==> config.mk <==
export PLATFORM = sky130hd
export DESIGN_NAME = parity_frame_rx
export DESIGN_NICKNAME = d
export VERILOG_FILES = /design/src/rtl/parity_frame_rx.sv
export SDC_FILE = /design/constraint.sdc
export NUM_CORES = 1
export LEC_CHECK = 0
export CORE_MARGIN = 2
export CORE_UTILIZATION = 30
export DETAILED_ROUTE_END_ITERATION = 12
export PLACE_DENSITY_LB_ADDON = 0.08
export SETUP_SLACK_MARGIN = 0.15
export SLEW_MARGIN = 0
export SYNTH_ARGS = -nofsm -noshare
export SYNTH_HDL_FRONTEND = slang
export SYNTH_SLANG_ARGS = --single-unit
==> constraint.sdc <==
create_clock -name clk -period 2.1 [get_ports clk]
set_input_delay 0.21 -clock clk [delete_from_list [all_inputs] [get_ports clk]]
set_output_delay 0.21 -clock clk [all_outputs]
set_load 0.1 [all_outputs]
==> src/rtl/parity_frame_rx.sv <==
// Serial parity-frame receiver: DATA_BITS data bits (LSB first) plus one parity bit.
// Define PARITY_FRAME_RX_ERRCNT_EN to build the saturating parity-error counter on err_cnt.
module parity_frame_rx #(
  parameter int DATA_BITS = 8,
  parameter int ODD       = 0
) (
  input  logic                 clk,
  input  logic                 rst,
  input  logic                 sin,
  input  logic                 sin_valid,
  input  logic                 sof,
  output logic [DATA_BITS-1:0] data_out,
  output logic                 data_valid,
  output logic                 parity_err,
  output logic                 busy,
  output logic [7:0]           err_cnt
);

  localparam int   CW      = $clog2(DATA_BITS + 1);
  localparam logic ODD_BIT = (ODD != 0);

  typedef enum logic [1:0] {
    IDLE   = 2'd0,
    DATA   = 2'd1,
    PARITY = 2'd2
  } state_t;

  state_t               state, state_nxt;
  logic [CW-1:0]        cnt, cnt_nxt;
  logic [DATA_BITS-1:0] shift_reg, shift_nxt;
  logic                 par, par_nxt;
  logic                 frame_done;
  logic                 check;

  // Handshake: there is no back-pressure. A bit (and its sof flag) is consumed
  // on every cycle with sin_valid=1; with sin_valid=0 all inputs are ignored.
  always_comb begin
    state_nxt  = state;
    cnt_nxt    = cnt;
    shift_nxt  = shift_reg;
    par_nxt    = par;
    frame_done = 1'b0;
    check      = par ^ sin ^ ODD_BIT;
    if (sin_valid) begin
      if (sof) begin
        // sof restarts from any state; an unfinished frame is silently dropped
        shift_nxt    = '0;
        shift_nxt[0] = sin;
        par_nxt      = sin;
        cnt_nxt      = CW'(1);
        state_nxt    = DATA;
      end else begin
        unique case (state)
          DATA: begin
            for (int i = 0; i < DATA_BITS; i++) begin
              if (cnt == CW'(i)) shift_nxt[i] = sin;
            end
            par_nxt = par ^ sin;
            cnt_nxt = cnt + CW'(1);
            if (cnt_nxt == CW'(DATA_BITS)) state_nxt = PARITY;
          end
          PARITY: begin
            frame_done = 1'b1;
            state_nxt  = IDLE;
          end
          default: ;
        endcase
      end
    end
  end

  always_ff @(posedge clk) begin
    if (rst) begin
      state      <= IDLE;
      cnt        <= '0;
      shift_reg  <= '0;
      par        <= 1'b0;
      data_out   <= '0;
      data_valid <= 1'b0;
      parity_err <= 1'b0;
      busy       <= 1'b0;
    end else begin
      state      <= state_nxt;
      cnt        <= cnt_nxt;
      shift_reg  <= shift_nxt;
      par        <= par_nxt;
      busy       <= (state_nxt != IDLE);
      data_valid <= frame_done;
      if (frame_done) begin
        data_out   <= shift_reg;
        parity_err <= check;
      end
    end
  end

`ifdef PARITY_FRAME_RX_ERRCNT_EN
  logic [7:0] err_cnt_q;

  // Counts in step with the data_valid pulse; sticks at 255.
  always_ff @(posedge clk) begin
    if (rst) begin
      err_cnt_q <= 8'd0;
    end else if (frame_done && check && (err_cnt_q != 8'hFF)) begin
      err_cnt_q <= err_cnt_q + 8'd1;
    end
  end

  assign err_cnt = err_cnt_q;
`else
  assign err_cnt = 8'd0;
`endif

endmodule

After elaboration in Yosys (flattened, before gate mapping)

Cells that the tools add are included.

Bits in registers: 26
Input bits: 5

$add $sub $neg: 1
Equal/unequal tests: 10
Muxes and demuxes: 21
Bitwise logic cells: 1
Reduce and logical (&&, ||, !) cells: 20

Operators with widths:

| cell                  | number |
|---|---|
| $reduce_and A3 Y1     | 8 |
| $reduce_bool A2 Y1    | 10 |
| $eq A4 B3 Y1 const B  | 4 |
| $mux W8               | 2 |
| $mux W1               | 13 |
| $eq A4 B2 Y1 const B  | 2 |
| $mux W4               | 2 |
| $mux W2               | 3 |
| $add A4 B1 Y4 const B | 1 |
| $eq A4 B1 Y1 const B  | 1 |
| $eq A4 B4 Y1 const B  | 1 |
| $logic_not A4 Y1      | 1 |
| $pmux W2 S2           | 1 |
| $eq A2 B1 Y1 const B  | 1 |
| $eq A2 B2 Y1 const B  | 1 |
| $reduce_and A2 Y1     | 1 |
| $xor A1 B1 Y1         | 1 |

Longest topological paths before layout

Depth after elaboration: 7
Gate-level depth with buffers: 7
Mapped depth without buffers: 6

Worst setup path before layout

OpenSTA, ideal clock, no wires.

Path kind: flip-flop to flip-flop
Start: reg cnt[1]
End: reg busy
Arrival time: 1.163 ns
Required time: 1.981 ns
Slack: 0.818 ns
Stages on the path, launching flop included: 6
Buffers on the path: 0
Period minus slack after synthesis: 1.282 ns
Cells stage by stage: dfxtp_1 ha_1 nand2_1 a211oi_2 o41ai_2 o21bai_1

Longest elaborated chain between the ends: 7

Ends and longest elaborated chain:

| what                   | line | text |
|---|---|---|
| start, declared        | 29   | `logic [CW-1:0] cnt, cnt_nxt;` |
| start signal, assigned | 84   | `cnt <= cnt_nxt;` |
| $add A4 B1 Y4          | 59   | `cnt_nxt = cnt + CW'(1);` |
| $eq A4 B4 Y1           | 60   | `if (cnt_nxt == CW'(DATA_BITS)) state_nxt = PARITY;` |
| $mux W2                | 60   |  |
| $pmux W2 S2            | 53   | `unique case (state)` |
| $mux W2                | 45   | `if (sof) begin` |
| $mux W2                | 44   | `if (sin_valid) begin` |
| $reduce_bool A2 Y1     | 87   | `busy <= (state_nxt != IDLE);` |
| end signal, assigned   | 87   |  |
| end, declared          | 15   | `output logic busy,` |

No other way between the ends.
A chain may end at the register's enable or synchronous reset.

Worst setup path after layout

Same ends and word-level chain as after synthesis.

==> results.ini <==
[power]
comb_power_share_pct = 15.9
p_int_mw = 0.797
finalPower_mw = 1.11
p_switching_mw = 0.312
p_clk_share_pct = 38.0
ir_drop_mv = 0.225
p_seq_share_pct = 46.1
power_density_nw_per_um2 = 741
p_leak_nw = 0.626
swShare_pct = 28.1

[yosys]
yosys.area.top_type = dfxtp_1
synth_cell_types = 34
synth_edf_count = 0
ys_ff_latch = 26
synth_area_sq_um = 1310
yosysMostFrequentCell = dfxtp_1
synthArstFlopShare_pct = 0
yosys_warnings = 0
avgSynthCellArea_sq_um = 8.56
synth_flop_cell = dfxtp_1
synth_cells = 153
synthTopCellsByCount = dfxtp_1 (26), nor2_1 (20), nand3_1 (14)
synth_seq_area_share_pct = 39.7
synth_top_area_share_pct = 39.7
synth.area.top_cells = dfxtp_1 (40%), buf_4 (6.3%), mux2i_1 (6.1%)

[clock_tree]
cts_setup_buffers = 0
root_buffer = clkbuf_8
ctsResizeCount = 0
ctsHoldBuffers = 0
clk_pin_slew_ps = 90
cts_max_path_buffers = 2
clock_sinks = 26
clk_latency_ps = 270
htreeDepth = 1
cts_buffers = 3
tritoncts = done

[floorplan]
num_rows = 24
design.core.area_sq_um = 4290
io-pin-count = 24
die_h_um = 70.1
start_util_pct = 30.5
dieWidth_um = 70.1
dieArea_sq_um = 4910

[global_routing]
grt_first_pass_wirelength_um = 4380
grt_pass1_vias = 903
antenna_found_initial = 0
grt_remaining_overflow = 0
grt_start_max_net_pins = 21
grt_usage_pct = 11.0

[timing]
fmax_mhz = 657
whs_ps = 469
clock_skew_ps = 3.52
fin_crit_ps = 1520
layout_setup_ws_ps = 577
finalCritPeriodShare_pct = 72.5
setup-violations-final = 0
worst_pin_slew_ps = 526
setup_tns_ps = 0
drv_slew = 0
hold_violations = 0
grt_setup_unrepaired = false
slew-limit-headroom_pct = 64.8

[setup_path]
worstSetupPathType = reg2reg
critPathMaxFanout = 7
cp_slowest_cell = dfxtp_1
required_ps = 2270
cp.arrival_ps = 1690
path_cells = ha_1 -> nand2_1 -> a211oi_2 -> o41ai_2 -> o21bai_1
reg2reg_slack_ps = 580
cp_slowest_stage_delay_ps = 450
end_kind = flop
crit_path_start_kind = flop

[placed_design]
portBuffers = 15
place_inst = 211
dpl.hpwl_um = 1860
post-place-ws_ps = 325
routabilityCongestion = 0.716
dpl_cell_area_sq_um = 1430

[cells_and_area]
area_growth_pct = 14.2
fin_cells = 215
postLayoutCoreUtil_pct = 34.8
drive_above_1_share_pct = 14.1
nets = 175
fin_area_sq_um = 1500
diodes = 0

[detailed_routing]
drt_iter0_markers = 47
wl_um = 2600
vias_per_cell = 4.64
antenna_left = 0
wl_per_cell_um = 12.1
drc = 0
dr_total_vias = 997
firstDrtPassIters = 4

[hold_path]
min_path_type = reg2reg

[job]
drv_cap = 0

[status]
status = completed

==> cell families after synthesis <==
logic type	synth area share, %
simple gates	23.2
compound gates	14.1
flops	39.7
buf+inv	10.1
mux	6.11
fa+ha+maj	5.73
other cells	0.286
xor+xnor	0.669
==> power by group through the flow <==
| stage | clock (mW) | combinational (mW) | sequential (mW) |
|---|---|---|---|
| final | 0.421 | 0.176 | 0.511 |
| after global routing | 0.455 | 0.189 | 0.513 |
| after CTS | 0.436 | 0.176 | 0.511 |
| after detailed placement | 0 | 0.176 | 0.523 |
| after global placement | 0 | 0.176 | 0.522 |
| after floorplan | 0 | 0.145 | 0.539 |
==> path summary, 6_finish.rpt <==
kind | startpoint | endpoint | depth (start not counted)
worst max-delay path | cnt[1]$_SDFFE_PP0P_ | busy$_SDFF_PP0_ | 5
worst max register to register | cnt[1]$_SDFFE_PP0P_ | busy$_SDFF_PP0_ | 5
worst min register to register | shift_reg[4]$_SDFFE_PP0P_ | shift_reg[4]$_SDFFE_PP0P_ | 2
worst min-delay path | shift_reg[4]$_SDFFE_PP0P_ | shift_reg[4]$_SDFFE_PP0P_ | 2
==> critical path: cells and delay by family, from the launching register on <==
| kind | cells | cell delay, ps |
|---|---|---|
| compound gates | 3 | 520 |
| simple gates | 1 | 100 |
| flops | 1 | 450 |
| fa+ha+maj | 1 | 340 |
==> routing by layer <==
metal | track usage (%) | vias up | share of wire, %
li1 | - | 526 | -
met1 | 15.9 | 454 | 51
met2 | 16.2 | 12 | 45
met3 | 2.16 | 5 | 2.4
met4 | 3.85 | 0 | 1.6
met5 | 0 | - | 0
==> area by class of cell <==
type | count | area [sq um]
multi-input combinational | 111 | 683
fill | 441 | 2800
inverter | 5 | 18.8
timing repair buffer | 17 | 138
clock inverter | 1 | 30.0
tap | 52 | 65.1
clock buffer | 3 | 41.3
sequential | 26 | 520
==> layout by cell type (no fill, tap or decap), types with 2 or more instances in the layout <==
cell and instances:
o21ai_0 6, inv_1 5, nand3_1 14, a21oi_1 11, ha_1 6, mux2i_1 8, nor2_1 20, clkbuf_8 3
nand3b_1 3, a22oi_1 3, dfxtp_1 26, clkdlybuf4s50_1 4, nand2b_1 3, conb_1 8, and4bb_2 2, buf_4 13
nand2_1 11
No activity file was read; power rests on OpenSTA's default activity.
==> RTL edit, RTL diff (same settings) <==
Add a define of `PARITY_FRAME_RX_ERRCNT_EN`.
--- a/src/rtl/parity_frame_rx.sv
+++ b/src/rtl/parity_frame_rx.sv
@@ -2,2 +2,4 @@
 // Define PARITY_FRAME_RX_ERRCNT_EN to build the saturating parity-error counter on err_cnt.
+`define PARITY_FRAME_RX_ERRCNT_EN
+
 module parity_frame_rx #(
Formal check against the unedited RTL: not equivalent (Yosys sat finds a counterexample within 10 cycles, from zero or initial values and one cycle with rst high).
==> RTL edit against the original RTL <==
Fmax shrank 7.9%; sequential cell count grew 8; critical path depth is the same; wire length grew 40%; area after synthesis grew 23%; sequential share of layout area shrank 0.45 points; clock power grew 21%; setup slack lost 130 ps; synthesized cell count grew 22%; final area grew 34%; total power grew 15%; register-to-register slack lost 97 ps; critical endpoint is now err_cnt[6]; largest power group unchanged.
==> RTL edit: results (changes against the original RTL) <==
* CTS root buf: clkbuf_8 (unchanged)
* Via/cell ratio at 4.895 (was 4.637)
* Data arrival, critical path at 1860 ps (was 1690 ps)
* Global-route wire length before repair at 6451 um (was 4381 um)
* Worst-path clk slew at 70 ps (was 90 ps)
* Worst-Skew Late Latency at 290 ps (was 270 ps)
* Mux contribution to synthesized area at 0.05051 (was 0.06113)
* Fraction of layout cells with a size suffix above 1 at 0.1991 (was 0.1411)
* Worst vdd ir at 0.2698 mV (was 0.2249 mV)
* Starting Density at 0.3133 (was 0.3051)
* Detailed Routing Iterations Pass 1 at 4 (unchanged)
* H-Tree Depth at 2 (was 1)
* Vias in the first global route at 1,355 (was 903)
* Initial DRC count at 82 (was 47)
* Post-CTS sizing at 0 (unchanged)
* Pin count of the biggest net entering global routing at 18 (was 21)
* Clk buf depth at 2 (unchanged)
* Nets at 227 (was 175)
* Adder-Cell Fraction of Synth Area at 0.05439 (was 0.05731)
* Initial antenna violation count at 0 (unchanged)
* Post-synth top cells: dfxtp_1, nand2_1, a21oi_1 (was dfxtp_1, nor2_1, nand3_1)
* Seq/Total Area, Yosys at 0.4227 (was 0.3973)
* Gr usage total at 0.1339 (was 0.1098)
* CTS Buf Count at 5 (was 3)
* Syn Nets at 199
* Leak Pwr at 0.0008136 uW (was 0.0006262 uW)
* Status: completed (unchanged)
* Critical Path Fanout Max at 6 (was 7)
* Layout Skew at 5.555 ps (was 3.522 ps)
* XOR/XNOR Fraction of Synth Area at 0.03186 (was 0.006686)
* Synth Area in Compound Gates at 0.1779 (was 0.1414)
* Main area contributors after synthesis: dfxtp_1, a21oi_1, ha_1 (was dfxtp_1, buf_4, mux2i_1)
* Synth Warn # at 0 (unchanged)
* Post-synthesis cell type count at 38 (was 34)
* Measured slew at the worst slew-check pin at 621.7 ps (was 526.4 ps)
* Post-synth ARST share at 0 (unchanged)
* Port bufs at 23 (was 15)
* Total Routed Length at 3645 um (was 2595 um)
* Post-DP HPWL at 2659 um (was 1857 um)
* Worst slack, placed at 156.2 ps (was 324.6 ps)
* Gp weighted congestion at 0.8263 (was 0.7157)
## RTL edit: changes by cell type after synthesis, sizes merged, moves of 5 or more
cell / unedited run / this run
buf: 13 / 0
inv: 5 / 10
a21oi: 11 / 21
nand2: 12 / 22
dfxtp: 26 / 34
nand3: 14 / 5
## RTL edit: metrics by stage
step	utilization	instance area, um2	cells	hold WS [ps]
2_1_floorplan	-	1617	187	300.4
3_3_place_gp	0.3707	1906	278	443.9
3_5_place_dp	0.3707	1906	278	448.7
4_1_cts	0.3892	2001	286	458.9
5_1_grt	0.3892	2001	286	487.0
6_report	0.3892	2001	286	458.0
## RTL edit: cell families (layout without fill, tap and decap cells)
family / after synthesis / count (layout)
adders and majority gates: 7 / 7
buffers and inverters: 19 / 48
and+or+nand+nor: 68 / 68
AOI/OAI and AO/OA: 46 / 46
muxes: 8 / 8
DFF: 34 / 34
xor gates and xnor gates: 5 / 5
## RTL edit: per-layer routing
metal  routed length (um)  track usage  up-vias
li1                     -            -      712
met1                 1872       0.1900      652
met2                 1565       0.1896       31
met3                  164      0.03529        5
met4                   42      0.05714        0
met5                    0            0        -
## RTL edit: cell type report
class	instances	area, um2
Multi-Input combinational cell	134	858.3
Inverter	10	37.54
Sequential cell	34	686.9
Clock inverter	2	12.51
Timing Repair Buffer	30	235.2
Clock buffer	6	82.58
Tap cell	70	87.58
Fill cell	541	3139
## RTL edit: where the power goes
part | internal, uW | leakage, uW | total [uW] | switching [uW]
Combinational | 41.2 | 0.000489 | 105 | 63.7
Sequential | 654 | 0.000278 | 663 | 8.90
Clock | 264 | 0.0000472 | 509 | 245
## RTL edit: worst max-delay path, stage by stage
cell,delay [ps]
clkdlybuf4s50_1,630
xor2_2,220
nand3_2,140
or4_1,520
a21oi_1,140
## RTL edit: path summary, 6_finish.rpt
| path | from | endpoint | slack (ps) | cells past startpoint |
|---|---|---|---|---|
| setup / recovery | sin | err_cnt[6] | 450 | 5 |
| hold / removal | data_out[1] | data_out[1] | 460 | 2 |
| setup reg to reg | state[0] | err_cnt[6] | 480 | 6 |
| hold reg to reg | data_out[1] | data_out[1] | 460 | 2 |
